`config.mk`:
```
export PLATFORM = sky130hd
export DESIGN_NAME = arb_mux_n
export DESIGN_NICKNAME = d
export VERILOG_FILES = /design/src/rtl/arb_mux_n.sv
export SDC_FILE = /design/constraint.sdc
export NUM_CORES = 1
export LEC_CHECK = 0
export CAP_MARGIN = 5
export CORE_MARGIN = 2
export CORE_UTILIZATION = 35
export CTS_BUF_LIST = sky130_fd_sc_hd__clkbuf_16
export CTS_CLUSTER_SIZE = 20
export DETAILED_ROUTE_END_ITERATION = 16
export GPL_ROUTABILITY_DRIVEN = 0
export PLACE_DENSITY = 0.94
export SYNTH_ARGS = -nofsm -noshare
export SYNTH_HDL_FRONTEND = slang
export SYNTH_SLANG_ARGS = --single-unit
```
`constraint.sdc`:
```
create_clock -name clk -period 3.5 [get_ports clk]
set_clock_uncertainty 0.2 [all_clocks]
set_input_delay 0.7 -clock clk [delete_from_list [all_inputs] [get_ports clk]]
set_output_delay 0.7 -clock clk [all_outputs]
set_load 0.05 [all_outputs]
```
`src/rtl/arb_mux_n.sv`:
```
// -----------------------------------------------------------------------------
// arb_mux_n
//
// Purpose
//   N-input, WIDTH-bit selector with a single-entry registered output and
//   valid/ready handshakes on both sides. Two select modes:
//     mode=0 : explicit select, channel chosen by sel
//     mode=1 : round-robin arbitration, scanning upward from rr_ptr
//
// Parameters
//   WIDTH  data width per channel
//   N      number of input channels (2..16)
//   SELW   select/source-index width, derived from N (do not override)
//
// Ports
//   clk        in   1        clock, all state updates on rising edge
//   rst_n      in   1        synchronous active-low reset
//   in_data    in   N*WIDTH  channel i at bits [i*WIDTH +: WIDTH]
//   in_valid   in   N        per-channel request
//   in_ready   out  N        per-channel accept (combinational)
//   mode       in   1        0 = explicit select, 1 = round-robin
//   sel        in   SELW     channel index used when mode=0
//   out_data   out  WIDTH    registered selected data
//   out_src    out  SELW     registered index of the supplying channel
//   out_valid  out  1        output register holds a beat
//   out_ready  in   1        consumer accept
//   lock       in   1        present only when ARB_MUX_LOCK_EN is defined
//
// Configuration
//   ARB_MUX_LOCK_EN : when defined, adds the lock port and lock state. A
//   transfer with lock=1 pins the grant to that channel (in both modes) until
//   a transfer with lock=0 completes; rr_ptr is frozen while locked.
// -----------------------------------------------------------------------------
module arb_mux_n #(
    parameter int WIDTH = 32,
    parameter int N     = 4,
    parameter int SELW  = $clog2(N)
) (
    input  logic               clk,
    input  logic               rst_n,
    input  logic [N*WIDTH-1:0] in_data,
    input  logic [N-1:0]       in_valid,
    output logic [N-1:0]       in_ready,
    input  logic               mode,
    input  logic [SELW-1:0]    sel,
    output logic [WIDTH-1:0]   out_data,
    output logic [SELW-1:0]    out_src,
    output logic               out_valid,
    input  logic               out_ready
`ifdef ARB_MUX_LOCK_EN
    ,
    input  logic               lock
`endif
);

    // ------------------------------------------------------------------
    // Helpers
    // ------------------------------------------------------------------

    // Increment a channel index, wrapping N-1 back to 0.
    function automatic logic [SELW-1:0] wrap_inc(input logic [SELW-1:0] v);
        int t;
        t = int'(v) + 1;
        if (t >= N) begin
            t = 0;
        end else begin
            t = t;
        end
        return t[SELW-1:0];
    endfunction

    // ------------------------------------------------------------------
    // State
    // ------------------------------------------------------------------
    logic [WIDTH-1:0] out_data_q,  out_data_d;
    logic [SELW-1:0]  out_src_q,   out_src_d;
    logic             out_valid_q, out_valid_d;
    logic [SELW-1:0]  rr_ptr_q,    rr_ptr_d;

`ifdef ARB_MUX_LOCK_EN
    logic             locked_q,    locked_d;
    logic [SELW-1:0]  lock_idx_q,  lock_idx_d;
`endif

    // ------------------------------------------------------------------
    // Combinational signals
    // ------------------------------------------------------------------
    logic             can_load_s;
    logic             accept_en_s;
    logic [31:0]      sel_ext_s;
    logic             rr_hit_s;
    logic [SELW-1:0]  rr_idx_s;
    logic [N-1:0]     grant_s;
    logic             gnt_any_s;
    logic [SELW-1:0]  gnt_idx_s;
    logic [WIDTH-1:0] gnt_data_s;
    logic             xfer_s;
    logic             rr_adv_s;

    assign can_load_s  = ~out_valid_q | out_ready;
    // Nothing is accepted while reset is asserted: such a beat would be
    // discarded by the reset anyway, so the producer must keep it.
    assign accept_en_s = can_load_s & rst_n;
    assign sel_ext_s   = {{(32-SELW){1'b0}}, sel};

    // Round-robin search: first requesting channel at or after rr_ptr, modulo N.
    always_comb begin
        int pos;
        rr_hit_s = 1'b0;
        rr_idx_s = {SELW{1'b0}};
        pos      = 0;
        for (int k = 0; k < N; k++) begin
            pos = int'(rr_ptr_q) + k;
            if (pos >= N) begin
                pos = pos - N;
            end else begin
                pos = pos;
            end
            if (!rr_hit_s && in_valid[pos]) begin
                rr_hit_s = 1'b1;
                rr_idx_s = pos[SELW-1:0];
            end else begin
                rr_hit_s = rr_hit_s;
            end
        end
    end

    // One-hot grant vector from the active select policy.
    always_comb begin
        grant_s = {N{1'b0}};
`ifdef ARB_MUX_LOCK_EN
        if (locked_q) begin
            // Locked: only the owning channel may be granted, whatever the mode.
            for (int i = 0; i < N; i++) begin
                if (int'(lock_idx_q) == i) begin
                    grant_s[i] = in_valid[i];
                end else begin
                    grant_s[i] = 1'b0;
                end
            end
        end else
`endif
        if (mode == 1'b0) begin
            // Explicit select; an out-of-range sel matches no channel.
            for (int i = 0; i < N; i++) begin
                if (sel_ext_s == 32'(i)) begin
                    grant_s[i] = in_valid[i];
                end else begin
                    grant_s[i] = 1'b0;
                end
            end
        end else begin
            for (int i = 0; i < N; i++) begin
                if (rr_hit_s && (int'(rr_idx_s) == i)) begin
                    grant_s[i] = 1'b1;
                end else begin
                    grant_s[i] = 1'b0;
                end
            end
        end
    end

    // Encode the one-hot grant into an index and pick the granted data.
    always_comb begin
        gnt_idx_s  = {SELW{1'b0}};
        gnt_data_s = {WIDTH{1'b0}};
        for (int i = 0; i < N; i++) begin
            if (grant_s[i]) begin
                gnt_idx_s  = i[SELW-1:0];
                gnt_data_s = in_data[i*WIDTH +: WIDTH];
            end else begin
                gnt_idx_s  = gnt_idx_s;
            end
        end
    end

    assign gnt_any_s = |grant_s;
    assign in_ready  = grant_s & {N{accept_en_s}};
    assign xfer_s    = gnt_any_s & accept_en_s;

`ifdef ARB_MUX_LOCK_EN
    assign rr_adv_s  = xfer_s & mode & ~locked_q;
`else
    assign rr_adv_s  = xfer_s & mode;
`endif

    // Next-state for the output register, round-robin pointer and lock state.
    always_comb begin
        out_data_d  = out_data_q;
        out_src_d   = out_src_q;
        out_valid_d = out_valid_q;
        rr_ptr_d    = rr_ptr_q;
        if (xfer_s) begin
            // Covers both a plain load and a same-cycle drain+load.
            out_data_d  = gnt_data_s;
            out_src_d   = gnt_idx_s;
            out_valid_d = 1'b1;
        end else if (out_valid_q && out_ready) begin
            // Drain: data and source keep their last values.
            out_valid_d = 1'b0;
        end else begin
            out_valid_d = out_valid_q;
        end
        if (rr_adv_s) begin
            rr_ptr_d = wrap_inc(gnt_idx_s);
        end else begin
            rr_ptr_d = rr_ptr_q;
        end
    end

`ifdef ARB_MUX_LOCK_EN
    // Lock ownership follows the lock flag of each completed transfer.
    always_comb begin
        locked_d   = locked_q;
        lock_idx_d = lock_idx_q;
        if (xfer_s) begin
            locked_d = lock;
            if (lock) begin
                lock_idx_d = gnt_idx_s;
            end else begin
                lock_idx_d = lock_idx_q;
            end
        end else begin
            locked_d = locked_q;
        end
    end
`endif

    // State registers with synchronous active-low reset.
    always_ff @(posedge clk) begin
        if (!rst_n) begin
            out_data_q  <= {WIDTH{1'b0}};
            out_src_q   <= {SELW{1'b0}};
            out_valid_q <= 1'b0;
            rr_ptr_q    <= {SELW{1'b0}};
`ifdef ARB_MUX_LOCK_EN
            locked_q    <= 1'b0;
            lock_idx_q  <= {SELW{1'b0}};
`endif
        end else begin
            out_data_q  <= out_data_d;
            out_src_q   <= out_src_d;
            out_valid_q <= out_valid_d;
            rr_ptr_q    <= rr_ptr_d;
`ifdef ARB_MUX_LOCK_EN
            locked_q    <= locked_d;
            lock_idx_q  <= lock_idx_d;
`endif
        end
    end

    assign out_data  = out_data_q;
    assign out_src   = out_src_q;
    assign out_valid = out_valid_q;

endmodule

```
==> results.sh <==
export IMPL_status="finished, final reports clean"
export IMPL_clk_latency_ns=0.27
export IMPL_cts_made_buffers=5
export IMPL_fp_dieH_um=80.8
export IMPL_fin_tns_setup_ns=0
export IMPL_endpoint_kind="output port"
export IMPL_cpMaxStageDelayCell="clkdlybuf4s50_1"
export IMPL_ant_nets=0
export IMPL_ys_top_cells_by_area="dfxtp_1 (36%), a222oi_1 (15%), a32oi_1 (13%), o21ai_1 (7.0%), clkbuf_1 (2.7%)"
export IMPL_max_clock_freq_mhz=294
export IMPL_cp_start_kind="input port"
export IMPL_drc=0
export IMPL_nNetsFinal=530
export IMPL_ys_seq_elements=37
export IMPL_slew_violations=0
export IMPL_grt_antenna_before_repair=0
export IMPL_wl_per_cell_um=19.7
export IMPL_synthAdderAreaFrac=0
export IMPL_cts_tree="built"
export IMPL_vdd_ir_drop_worst_v=0.000212
export IMPL_dp_hpwl_um=6840
export IMPL_synth_enable_flop_cells=0
export IMPL_comb_power_share=0.439
export IMPL_synthArstFlopShare=0
export IMPL_grt_pass1_wl_um=13400
export IMPL_slew_limit_headroom=0.620
export IMPL_yosysWarnings=0
export IMPL_flow_area_growth_from_synthesis_pct=96.9
export IMPL_crit_type="in -> out"
export IMPL_utilization=0.725
export IMPL_max_stage_delay_ns=0.60
export IMPL_wl_um=9150
export IMPL_synthDominantCellAreaShare=0.359
export IMPL_arrival_ns=2.51
export IMPL_synth_most_common_cell="dfxtp_1"
export IMPL_crit_fanout=7
export IMPL_swShare=0.352
export IMPL_cp_required_ns=2.60
export IMPL_start_util=0.368
export IMPL_num_rows=27
export IMPL_ys_types=43
export IMPL_drt_first_pass_iters=6
export IMPL_synth_common_cells="dfxtp_1 (37), a222oi_1 (30), a32oi_1 (30), o21ai_1 (29), clkbuf_1 (15)"
export IMPL_path_clk_slew_ns=0.05
export IMPL_ys_seq_area_frac=0.359
export IMPL_port_buffer_count=176
export IMPL_syn_area_per_cell_sq_um=9.31
export IMPL_yosys_area_top_type="dfxtp_1"
export IMPL_min_period_ns=3.41
export IMPL_cts_root_buffer="clkbuf_16"
export IMPL_antenna_cells=0
export IMPL_syn_inst=222
export IMPL_hold_violations=0
export IMPL_synthMuxAreaShare=0.0242
export IMPL_grt_pass1_vias=2906
export IMPL_cts_buffer_depth=2
export IMPL_drt_iter0_drc=250
export IMPL_powerDensity_mw_per_mm2=401
export IMPL_hp_class="reg -> reg"
export IMPL_seqPwrFrac=0.309
export IMPL_synth_fp_nets=360
export IMPL_cts_sinks=37
export IMPL_die_area_sq_mm=0.00653
export IMPL_synth_top_family_by_area="compound AO/OA/AOI/OAI gates"
export IMPL_dp_cells=457
export IMPL_worstMarginPinSlew_ns=0.567
export IMPL_grt_max_degree=32
export IMPL_grt_use_total=0.261
export IMPL_final_setup_viol_count=0
export IMPL_htree_levels=2
export IMPL_synth_compound_area_frac=0.444
export IMPL_top_level_ports=177
export IMPL_via_count=2857
export IMPL_synth_xor_area_frac=0.00424
export IMPL_core_sq_mm=0.00561
export IMPL_die_w_um=80.8
export IMPL_rsz0062_at_grt="no"
export IMPL_syn_cell_area_sq_mm=0.00207
export IMPL_fin_area_sq_mm=0.00407
export IMPL_placed_cell_area_sq_mm=0.00393
export IMPL_grt_overflow=0
export IMPL_period_share=0.973
export IMPL_p_clk_frac=0.252
export IMPL_synthFlopType="dfxtp_1"
export IMPL_viasPerCell=6.14
export IMPL_p_int_mw=1.06
export IMPL_path_buf_inv=2
export IMPL_switching_power_mw=0.574
export IMPL_drive_gt1_frac=0.0763
export IMPL_cap_violations=0
export IMPL_final_cell_count_no_fill=465
export IMPL_p_leak_nw=1.42
export IMPL_worstPathCellList="clkdlybuf4s50_1 -> nand2b_1 -> a21oi_1 -> or3_1 -> o31ai_4 -> buf_12"
export IMPL_critPathTopFamily="buffers and inverters"
export IMPL_yosys_area_share_simple=0.102
export IMPL_postCtsSetupRepairBufs=0
==> worst reg2reg max path: stages (launching register included) <==
cell	delay (ns)
dfxtp_1	0.41
mux2i_1	0.27
nor2_1	0.06
or3_4	0.42
a31o_4	0.23
buf_4	0.24
a222oi_1	0.47
o21ai_1	0.13
==> sequential cells by signal, indices dropped and copies added (netlist names) <==
name       flops
out_src        2
out_valid      1
rr_ptr_q       2
out_data      32
==> logic make-up after synthesis <==
| kind of cell | count (synthesis) |
|---|---|
| xor+xnor | 1 |
| flops | 37 |
| buf+inv | 27 |
| compound gates | 115 |
| simple gates | 37 |
| mux | 5 |
==> metal layers <==
| layer | GRT usage | vias up | routed length [um] |
|---|---|---|---|
| met5 | 0 | - | 0 |
| met4 | 0.0780 | 0 | 134 |
| met3 | 0.0822 | 17 | 1060 |
| met2 | 0.484 | 201 | 4740 |
| met1 | 0.281 | 1343 | 3210 |
| li1 | - | 1296 | - |
==> power groups by stage <==
| stage | Sequential [mW] | Clock [mW] | Combinational, mW |
|---|---|---|---|
| floorplan | 0.684 | 0 | 0.207 |
| global placement | 0.507 | 0 | 0.694 |
| detailed placement | 0.513 | 0 | 0.709 |
| CTS | 0.504 | 0.422 | 0.712 |
| global route | 0.510 | 0.446 | 0.750 |
| finish | 0.505 | 0.411 | 0.717 |
==> path summary, 6_finish.rpt <==
path | start | endpoint | slack (ns) | cells after the start
max | in_valid[3] | in_ready[3] | 0.09 | 6
min | out_data[31] | out_data[31] | 0.25 | 2
max reg2reg | rr_ptr_q[1] | out_data[28] | 0.94 | 7
min reg2reg | out_data[31] | out_data[31] | 0.25 | 2
==> layout make-up <==
cell class / count / area (sq um)
clock buffer: 5 / 125
clock inverter: 3 / 12.5
fill: 433 / 1540
inverter: 2 / 7.51
multi-input combinational: 158 / 1200
sequential: 37 / 741
tap: 72 / 90.1
timing repair buffer: 188 / 1890
==> through the flow <==
step / worst slack (ns) / power, mW / hold slack [ns]
6_report: 0.0939 / 1.63 / 0.249
5_1_grt: 0.0461 / 1.71 / 0.282
4_1_cts: 0.0618 / 1.64 / 0.252
3_5_place_dp: 0.0710 / 1.22 / 0.248
3_3_place_gp: 0.139 / 1.20 / 0.241
2_1_floorplan: 0.407 / 0.891 / 0.294
==> timing repair <==
| action | CTS | global route |
|---|---|---|
| gates resized for setup | 0 | 1 |
| setup endpoints to repair | 0 | 2 |
| hold buffers | 0 | 0 |
==> cell usage in the layout, fill, tap and decap left out, drive strengths merged, types with 5 or more instances in the layout <==
cell,Yosys,layout
a222oi,30,30
a32oi,30,30
and2,5,5
buf,9,16
clkbuf,16,5
clkdlybuf4s50,0,172
dfxtp,37,37
mux2i,5,5
nand2,10,10
nor2,5,5
o21ai,33,33
(Power assumes the default switching activity.)
